## config.mk

```make
export PLATFORM = sky130hd
export DESIGN_NAME = controlador_display_7seg_multiplexado
export DESIGN_NICKNAME = d
export VERILOG_FILES = /design/src/rtl/ctrl7seg_pkg.sv /design/src/rtl/decodificador_hex_7seg.sv /design/src/rtl/controlador_display_7seg_multiplexado.sv
export SDC_FILE = /design/constraint.sdc
export NUM_CORES = 1
export LEC_CHECK = 0
export ABC_CLOCK_PERIOD_IN_PS = 3900
export BUFFER_PORTS_ARGS = -buffer_cell sky130_fd_sc_hd__buf_2
export CORE_ASPECT_RATIO = 1.4
export CORE_MARGIN = 8
export CORE_UTILIZATION = 35
export CTS_CLUSTER_DIAMETER = 50
export CTS_CLUSTER_SIZE = 28
export DETAILED_ROUTE_END_ITERATION = 12
export GPL_ROUTABILITY_DRIVEN = 0
export PLACE_DENSITY_LB_ADDON = 0.12
export SETUP_SLACK_MARGIN = 0.3
export SYNTH_ARGS = -nofsm -noshare
export SYNTH_HDL_FRONTEND = slang
export SYNTH_SLANG_ARGS = --single-unit
export TNS_END_PERCENT = 30
```

## constraint.sdc

```tcl
create_clock -name i_Reloj -period 3.9 [get_ports i_Reloj]
set_clock_uncertainty 0.15 [all_clocks]
set_input_delay 0.39 -clock i_Reloj [delete_from_list [all_inputs] [get_ports i_Reloj]]
set_output_delay 0.39 -clock i_Reloj [all_outputs]
set_load 0.005 [all_outputs]
```

## src/rtl/ctrl7seg_pkg.sv

```systemverilog
// Shared types and constants for the multiplexed 7-segment controller:
// segment vector type, blank glyph, brightness width and the hex-to-glyph map.
// Glyphs are active-low, bit order g..a (bit 0 = segment a).
package ctrl7seg_pkg;

    typedef logic [6:0] segmentos_t;

    localparam segmentos_t SEG_APAGADO  = 7'h7F;
    localparam int         ANCHO_BRILLO = 4;

    // Active-low glyph for a hex nibble, 0-9 and A b C d E F
    function automatic segmentos_t hex_a_segmentos(input logic [3:0] nibble);
        segmentos_t seg;
        case (nibble)
            4'h0:    seg = 7'h40;
            4'h1:    seg = 7'h79;
            4'h2:    seg = 7'h24;
            4'h3:    seg = 7'h30;
            4'h4:    seg = 7'h19;
            4'h5:    seg = 7'h12;
            4'h6:    seg = 7'h02;
            4'h7:    seg = 7'h78;
            4'h8:    seg = 7'h00;
            4'h9:    seg = 7'h10;
            4'hA:    seg = 7'h08;
            4'hB:    seg = 7'h03;
            4'hC:    seg = 7'h46;
            4'hD:    seg = 7'h21;
            4'hE:    seg = 7'h06;
            default: seg = 7'h0E;
        endcase
        return seg;
    endfunction

endpackage

```

## src/rtl/decodificador_hex_7seg.sv

```systemverilog
// Combinational nibble to active-low 7-segment glyph decoder.
module decodificador_hex_7seg
    import ctrl7seg_pkg::*;
(
    input  logic [3:0] i_nibble,
    output logic [6:0] o_segmentos
);

    // Pure table lookup shared with the package so every user sees one glyph set
    always_comb begin
        o_segmentos = hex_a_segmentos(i_nibble);
    end

endmodule

```

## src/rtl/controlador_display_7seg_multiplexado.sv

```systemverilog
// Multiplexed common-anode 7-segment controller for N_DIGITOS digits with
// frame-synchronous data capture, per-digit decimal points, 16-level PWM
// brightness and a display enable. All outputs are registered.
// Optional feature: define CTRL7SEG_SUPRESION_CEROS_EN to blank leading zeros.
module controlador_display_7seg_multiplexado
    import ctrl7seg_pkg::*;
#(
    parameter int N_DIGITOS = 4,
    parameter int ANCHO_DIV = 16
) (
    input  logic                    i_Reloj,
    input  logic                    i_Reset,
    input  logic [4*N_DIGITOS-1:0]  i_Datos,
    input  logic [N_DIGITOS-1:0]    i_Punto,
    input  logic [ANCHO_BRILLO-1:0] i_Brillo,
    input  logic                    i_Habilitar,
    output logic [6:0]              o_Segmentos,
    output logic                    o_Punto,
    output logic [N_DIGITOS-1:0]    o_Anodo,
    output logic                    o_Inicio_Trama
);

    localparam int                   ANCHO_IDX  = $clog2(N_DIGITOS);
    localparam logic [ANCHO_IDX-1:0] IDX_ULTIMO = ANCHO_IDX'(N_DIGITOS - 1);

    logic [ANCHO_DIV-1:0]   cnt_q, cnt_d;
    logic [ANCHO_IDX-1:0]   idx_q, idx_d;
    logic [4*N_DIGITOS-1:0] datos_q, datos_d;
    logic [N_DIGITOS-1:0]   punto_q, punto_d;
    logic [6:0]             segmentos_q, segmentos_d;
    logic                   punto_sal_q, punto_sal_d;
    logic [N_DIGITOS-1:0]   anodo_q, anodo_d;
    logic                   inicio_q, inicio_d;

    logic                   captura;
    logic [3:0]             nibble_sel;
    logic                   punto_sel;
    logic                   pwm_activo;
    logic [6:0]             glifo;
`ifdef CTRL7SEG_SUPRESION_CEROS_EN
    logic [N_DIGITOS-1:0]   ceros_arriba;
    logic                   ceros_sel;
    logic                   blanco;
`endif

    // Slot/digit scan and shadow capture at the very first slot of each frame
    always_comb begin
        captura = (cnt_q == '0) && (idx_q == '0);
        cnt_d   = cnt_q + 1'b1;
        idx_d   = idx_q;
        if (cnt_q == '1) begin
            idx_d = (idx_q == IDX_ULTIMO) ? '0 : idx_q + 1'b1;
        end
        datos_d = captura ? i_Datos : datos_q;
        punto_d = captura ? i_Punto : punto_q;
    end

    // Select the nibble and point of the scanned digit; reads the post-capture
    // shadow so the frame's first lit cycle already shows the new data
    always_comb begin
        nibble_sel = '0;
        punto_sel  = 1'b0;
        for (int k = 0; k < N_DIGITOS; k++) begin
            if (idx_q == ANCHO_IDX'(k)) begin
                nibble_sel = datos_d[4*k +: 4];
                punto_sel  = punto_d[k];
            end
        end
    end

    decodificador_hex_7seg u_decodificador (
        .i_nibble    (nibble_sel),
        .o_segmentos (glifo)
    );

`ifdef CTRL7SEG_SUPRESION_CEROS_EN
    // A digit is a leading zero when it and every more-significant nibble are zero
    always_comb begin
        ceros_arriba = '0;
        ceros_arriba[N_DIGITOS-1] = (datos_d[4*N_DIGITOS-1 -: 4] == 4'h0);
        for (int k = N_DIGITOS - 2; k >= 0; k--) begin
            ceros_arriba[k] = (datos_d[4*k +: 4] == 4'h0) && ceros_arriba[k+1];
        end
        ceros_sel = 1'b0;
        for (int k = 0; k < N_DIGITOS; k++) begin
            if (idx_q == ANCHO_IDX'(k)) begin
                ceros_sel = ceros_arriba[k];
            end
        end
        blanco = (idx_q != '0) && ceros_sel && !punto_sel;
    end
`endif

    // Next output values: glyph always driven, only the anode is gated by PWM/enable
    always_comb begin
        pwm_activo  = (cnt_q[ANCHO_DIV-1 -: ANCHO_BRILLO] <= i_Brillo);
        segmentos_d = glifo;
`ifdef CTRL7SEG_SUPRESION_CEROS_EN
        if (blanco) begin
            segmentos_d = SEG_APAGADO;
        end
`endif
        punto_sal_d = ~punto_sel;
        anodo_d     = '1;
        if (i_Habilitar && pwm_activo) begin
            for (int k = 0; k < N_DIGITOS; k++) begin
                if (idx_q == ANCHO_IDX'(k)) begin
                    anodo_d[k] = 1'b0;
                end
            end
        end
        inicio_d = captura;
    end

    // State and output registers, asynchronously cleared to the dark display
    always_ff @(posedge i_Reloj or negedge i_Reset) begin
        if (!i_Reset) begin
            cnt_q       <= '0;
            idx_q       <= '0;
            datos_q     <= '0;
            punto_q     <= '0;
            segmentos_q <= SEG_APAGADO;
            punto_sal_q <= 1'b1;
            anodo_q     <= '1;
            inicio_q    <= 1'b0;
        end else begin
            cnt_q       <= cnt_d;
            idx_q       <= idx_d;
            datos_q     <= datos_d;
            punto_q     <= punto_d;
            segmentos_q <= segmentos_d;
            punto_sal_q <= punto_sal_d;
            anodo_q     <= anodo_d;
            inicio_q    <= inicio_d;
        end
    end

    assign o_Segmentos    = segmentos_q;
    assign o_Punto        = punto_sal_q;
    assign o_Anodo        = anodo_q;
    assign o_Inicio_Trama = inicio_q;

endmodule

```

* Word-level counts from Yosys, hierarchy flattened
Memories as Yosys holds them, arrays and structs flattened. A register that Yosys moved wholly into a read port is not among the register bits. Index checks and enable logic that the tools add are counted.
Operators by class: add/subtract/negate cells 2, magnitude comparators 1, equality and inequality tests 4, bitwise gates (word level) 1, multiplexer cells 16, reduce and logical (&&, ||, !) cells 5
Operators with widths (number):
- $mux W4 | 6
- $add A16 B1 Y16 const B | 1
- $eq A16 B16 Y1 const B | 1
- $logic_not A16 Y1 | 1
- $mux W16 | 1
- $mux W1 | 8
- $eq A2 B2 Y1 const B | 2
- $le A4 B4 Y1 | 1
- $add A2 B1 Y2 const B | 1
- $eq A2 B1 Y1 const B | 1
- $logic_and A1 B1 Y1 | 2
- $logic_not A2 Y1 | 1
- $mux W2 | 1
- $logic_not A1 Y1 | 1
- $not A1 Y1 | 1
Storage, ports and cells: memories 1, output and inout port bits 13, bits in read-only memories 112, input port bits 27, bits in registers 44
Memory list:
- (name not given) | depth 16, width 7, read ports 1, clocked after Yosys merged registers in 1, wr ports 0, RTL line ctrl7seg_pkg.sv:14 | case (nibble)

* Logic depth before layout (Yosys ltp)
word-level depth 8, depth in mapped cells 14

* Cells and area by module
Synthesis repeated with hierarchy kept, for this count alone.
Second synthesis, totals: cells, all modules 200, area total of the unflattened synthesis 2507.4 µm²
By module, submodules not included:
- controlador_display_7seg_multiplexado | times used 1, cells each 168, area each 2232.1 µm²
- decodificador_hex_7seg | times used 1, cells each 32, area each 275.3 µm²

* Least setup slack after synthesis
No wires, ideal clock.
kind flip-flop to flip-flop, from register idx_q[0], to register segmentos_q[1] (netlist: o_Segmentos[1]), data required time 3.670 ns, data arrival time 2.804 ns, setup slack 0.866 ns, library setup time 0.080 ns, stages on the path, launching flop included 14, cell sequence dfrtp_1 inv_1 ha_1 nor4b_2 nand4_1 buf_6 buf_6 mux2i_1 a221oi_1 inv_1 ha_1 inv_1 mux2i_1 a32o_1
Between the ends: cells in the longest elaborated chain, start to end 7
RTL lines:
- start: declaration | RTL line controlador_display_7seg_multiplexado.sv:27 | logic [ANCHO_IDX-1:0] idx_q, idx_d;
- start signal: assignment | RTL line controlador_display_7seg_multiplexado.sv:128 | idx_q <= idx_d;
- $logic_not A2 Y1 | RTL line controlador_display_7seg_multiplexado.sv:48, controlador_display_7seg_multiplexado.sv:64
- $logic_and A1 B1 Y1 | RTL line controlador_display_7seg_multiplexado.sv:48 | captura = (cnt_q == '0) && (idx_q == '0);
- $mux W16 | RTL line controlador_display_7seg_multiplexado.sv:54 | datos_d = captura ? i_Datos : datos_q;
- $mux W4 (3 in series) | RTL line controlador_display_7seg_multiplexado.sv:64 | if (idx_q == ANCHO_IDX'(k)) begin
- $mux W4 (*) | RTL line controlador_display_7seg_multiplexado.sv:64
- end: declaration | RTL line controlador_display_7seg_multiplexado.sv:30 | logic [6:0] segmentos_q, segmentos_d;
Mark *: on every way between the ends. The rest lies on a longest branch, timed or not. A chain may end at the register's enable or synchronous reset.

* Worst setup path in the final report
from register cnt_q[0], to register segmentos_q[1] (netlist: o_Segmentos[1])
RTL lines:
- start: declaration | RTL line controlador_display_7seg_multiplexado.sv:26 | logic [ANCHO_DIV-1:0] cnt_q, cnt_d;
- start signal: assignment | RTL line controlador_display_7seg_multiplexado.sv:127 | cnt_q <= cnt_d;
- $logic_not A16 Y1 | RTL line controlador_display_7seg_multiplexado.sv:48
- $logic_and A1 B1 Y1 | RTL line controlador_display_7seg_multiplexado.sv:48
- $mux W16 | RTL line controlador_display_7seg_multiplexado.sv:54
- via datos_d[4] | RTL line controlador_display_7seg_multiplexado.sv:28 | logic [4*N_DIGITOS-1:0] datos_q, datos_d;
- $mux W4 (3 in series) | RTL line controlador_display_7seg_multiplexado.sv:64
The timed path passes the listed nets, and every way through them passes these cells.

==> impl_metrics.json <==
{
  "yosys_warnings": 0,
  "max_stage_delay_ps": 430,
  "num_vias": 1632,
  "final_max_slew_viol_count": 0,
  "grt_max_degree": 27,
  "critical_path_class": "register to register",
  "synthTopCellsByCount": "dfrtp_1 (39), inv_1 (22), ha_1 (16)",
  "wl_met2_mm": 2.85,
  "finalHoldViolCount": 0,
  "min_period_ps": 3290,
  "cp-start-kind": "register",
  "fin_nets": 295,
  "crit_fanout": 21,
  "rows": 36,
  "layout_setup_ws_ps": 605,
  "synth_cell_types": 35,
  "power_switching_mw": 0.224,
  "synth.top_cell.area_share_pct": 38.9,
  "route.antenna.remaining_nets": 0,
  "endpoint_kind": "register",
  "synth_nets": 248,
  "first_global_vias": 1808,
  "clk_latency_ps": 300,
  "path_clk_slew_ps": 100,
  "place_ws_ps": 620,
  "crit_family": "buffers and inverters",
  "avgViaCountPerCell": 4.69,
  "clkPwrFrac_pct": 37.1,
  "clock_path_buffers": 2,
  "pin_count": 40,
  "ys.flop_type": "dfrtp_1",
  "ys_ff_latch": 51,
  "power_per_cell_area_nw_per_um2": 349,
  "leakagePower_nw": 1.42,
  "crit_chain": "inv_1 -> ha_1 -> nor4b_2 -> nand4_1 -> buf_4 -> mux2_2 -> a221oi_1 -> a221oi_1 -> buf_4 -> inv_1 -> ha_1 -> inv_1 -> mux2i_1 -> a32o_1",
  "final_util_pct": 42.4,
  "ys_seq_area_share_pct": 51.5,
  "status": "finished, final reports clean",
  "ir_drop_mv": 0.139,
  "slowest_stage": "dfrtp_1",
  "die_height_um": 116,
  "crit_top_cell": "inv_1",
  "die_width_um": 87.5,
  "cts_buffers": 5,
  "fin_hold_ws_ps": 185,
  "setup_viol": 0,
  "cp_num_buf_inv": 5,
  "p_int_mw": 0.802,
  "tightest_slew_ps": 862,
  "async_flop_share_pct": 100,
  "grt_antenna_before_repair": 0,
  "grt_pass1_wl_mm": 8.94,
  "synth_enable_flop_cells": 0,
  "cts_tree": "built",
  "drt-pass1-iter-count": 4,
  "hold_class": "input pin to register",
  "initial_core_util_pct": 36.1,
  "clock.fmax_ghz": 0.304,
  "syn_to_final_growth_pct": 17.3,
  "met1_length_mm": 2.18,
  "cap_violations": 0,
  "wl_per_cell_um": 15.1,
  "clock-root-buffer": "clkbuf_8",
  "gr-total-overflow": 0,
  "yosysMostFrequentCell": "dfrtp_1",
  "switching_share_pct": 21.8,
  "die_area_um2": 10200,
  "coreArea_um2": 6940,
  "topRoutingLayerUsed": "met4",
  "required_ps": 3990,
  "synth_area_leader_cell": "dfrtp_1",
  "period_share_pct": 84.5,
  "drt_iter0_drc": 26,
  "drc": 0,
  "rsz0062_at_grt": "no",
  "totalNegativeSetupSlack_ps": 0,
  "final_layout_size_suffix_gt1_share_pct": 34.8,
  "antennaDiodeCount": 0,
  "critPathArrivalTime_ps": 3390,
  "p_seq_share_pct": 54.3,
  "htreeDepth": 2,
  "wl_met3_um": 153,
  "relSlewSlack_pct": 42.2,
  "dp.final_hpwl_mm": 4.10,
  "total_power_mw": 1.03,
  "pwr-share-comb_pct": 8.6,
  "clock_sinks": 51,
  "synth_cells": 205,
  "io_buffer_count": 39,
  "grtUsageTotal_pct": 11.3,
  "wirelength_mm": 5.25,
  "yosys-top-cells-area": "dfrtp_1 (39%), dfstp_2 (13%), ha_1 (8.0%)",
  "syn_area_per_cell_um2": 12.2,
  "netlist_area_um2": 2510
}
[repair_timing]
item / in CTS / in global routing
hold buffers: 1 / 0
endpoints found under the hold margin: 21 / 0
setup buffers: 0 / 0
gates resized for setup: 0 / 0
[worst reg2reg max path, stage by stage (launching register included)]
cell	delay, ps
dfrtp_1	430
inv_1	80
ha_1	190
nor4b_2	150
nand4_1	90
buf_4	310
mux2_2	390
a221oi_1	430
a221oi_1	90
buf_4	190
inv_1	120
ha_1	240
inv_1	80
mux2i_1	70
a32o_1	230
[stage by stage]
stage                     std cells  instance area, um2
after floorplan                 205                2510
after global placement          339                2810
after detailed placement        339                2810
after CTS                       348                2940
after global routing            348                2940
final                           348                2940
[sequential cells by signal (all words and copies together) (netlist names)]
name / cells
datos_q: 16
punto_q: 4
o_Segmentos: 7
o_Inicio_Trama: 1
o_Anodo: 4
o_Punto: 1
cnt_q: 16
idx_q: 2
[layer usage]
| layer | track usage, % | vias up |
|---|---|---|
| li1 | - | 802 |
| met3 | 2.46 | 6 |
| met5 | 0 | - |
| met1 | 12.3 | 798 |
| met2 | 20.9 | 26 |
| met4 | 3.80 | 0 |
[path summary, 6_finish.rpt]
path | startpoint | endpoint | cells after the start | slack, ps
max | cnt_q[0] | o_Segmentos[1] | 14 | 610
min | i_Datos[1] | datos_q[1] | 2 | 180
max reg2reg | cnt_q[0] | o_Segmentos[1] | 14 | 610
min reg2reg | datos_q[1] | datos_q[1] | 1 | 350
max in group asynchronous | i_Reset | o_Punto | 3 | 2320
min in group asynchronous | i_Reset | datos_q[13] | 2 | 470
[cells in the final DEF (no fill, tap or decap), types with 3 or more instances in the layout]
cell type	count
dfrtp_1	39
buf_2	39
inv_1	22
ha_1	16
mux2_2	14
nand2_1	13
xnor2_1	13
dfstp_2	12
mux2i_1	10
clkbuf_8	6
nand3_1	5
nor2_1	5
buf_4	5
and3_1	4
nand4_1	4
a221oi_1	4
o21ai_0	4
nor3b_1	3
mux2_4	3
nor2b_1	3
o22ai_1	3
a221oi_2	3
[power by group through the flow]
stage	clock network (mW)	registers [mW]	logic [mW]
2_1_floorplan	0	0.567	0.0448
3_3_place_gp	0	0.567	0.0911
3_5_place_dp	0	0.567	0.0910
4_1_cts	0.401	0.557	0.0919
5_1_grt	0.417	0.559	0.101
6_report	0.381	0.557	0.0883
[cells by family (layout without fill, tap and decap cells)]
kind of cell	Yosys count	count (layout)	share of synthesized area, %
DFF	51	51	51.5
and+or+nand+nor	47	47	10.4
muxes	27	27	12.1
buffers and inverters	27	75	5.14
AOI/OAI and AO/OA	22	22	7.59
adders and majority gates	16	16	7.99
xor gates and xnor gates	15	15	5.24
[layout make-up]
class,instances,area [um2]
sequential,51,1290
tap,95,119
inverter,22,82.6
fill,700,4000
multi-input combinational,127,1090
timing repair buffer,45,243
clock inverter,2,35.0
clock buffer,6,82.6
No activity file was read; power rests on OpenSTA's default activity.
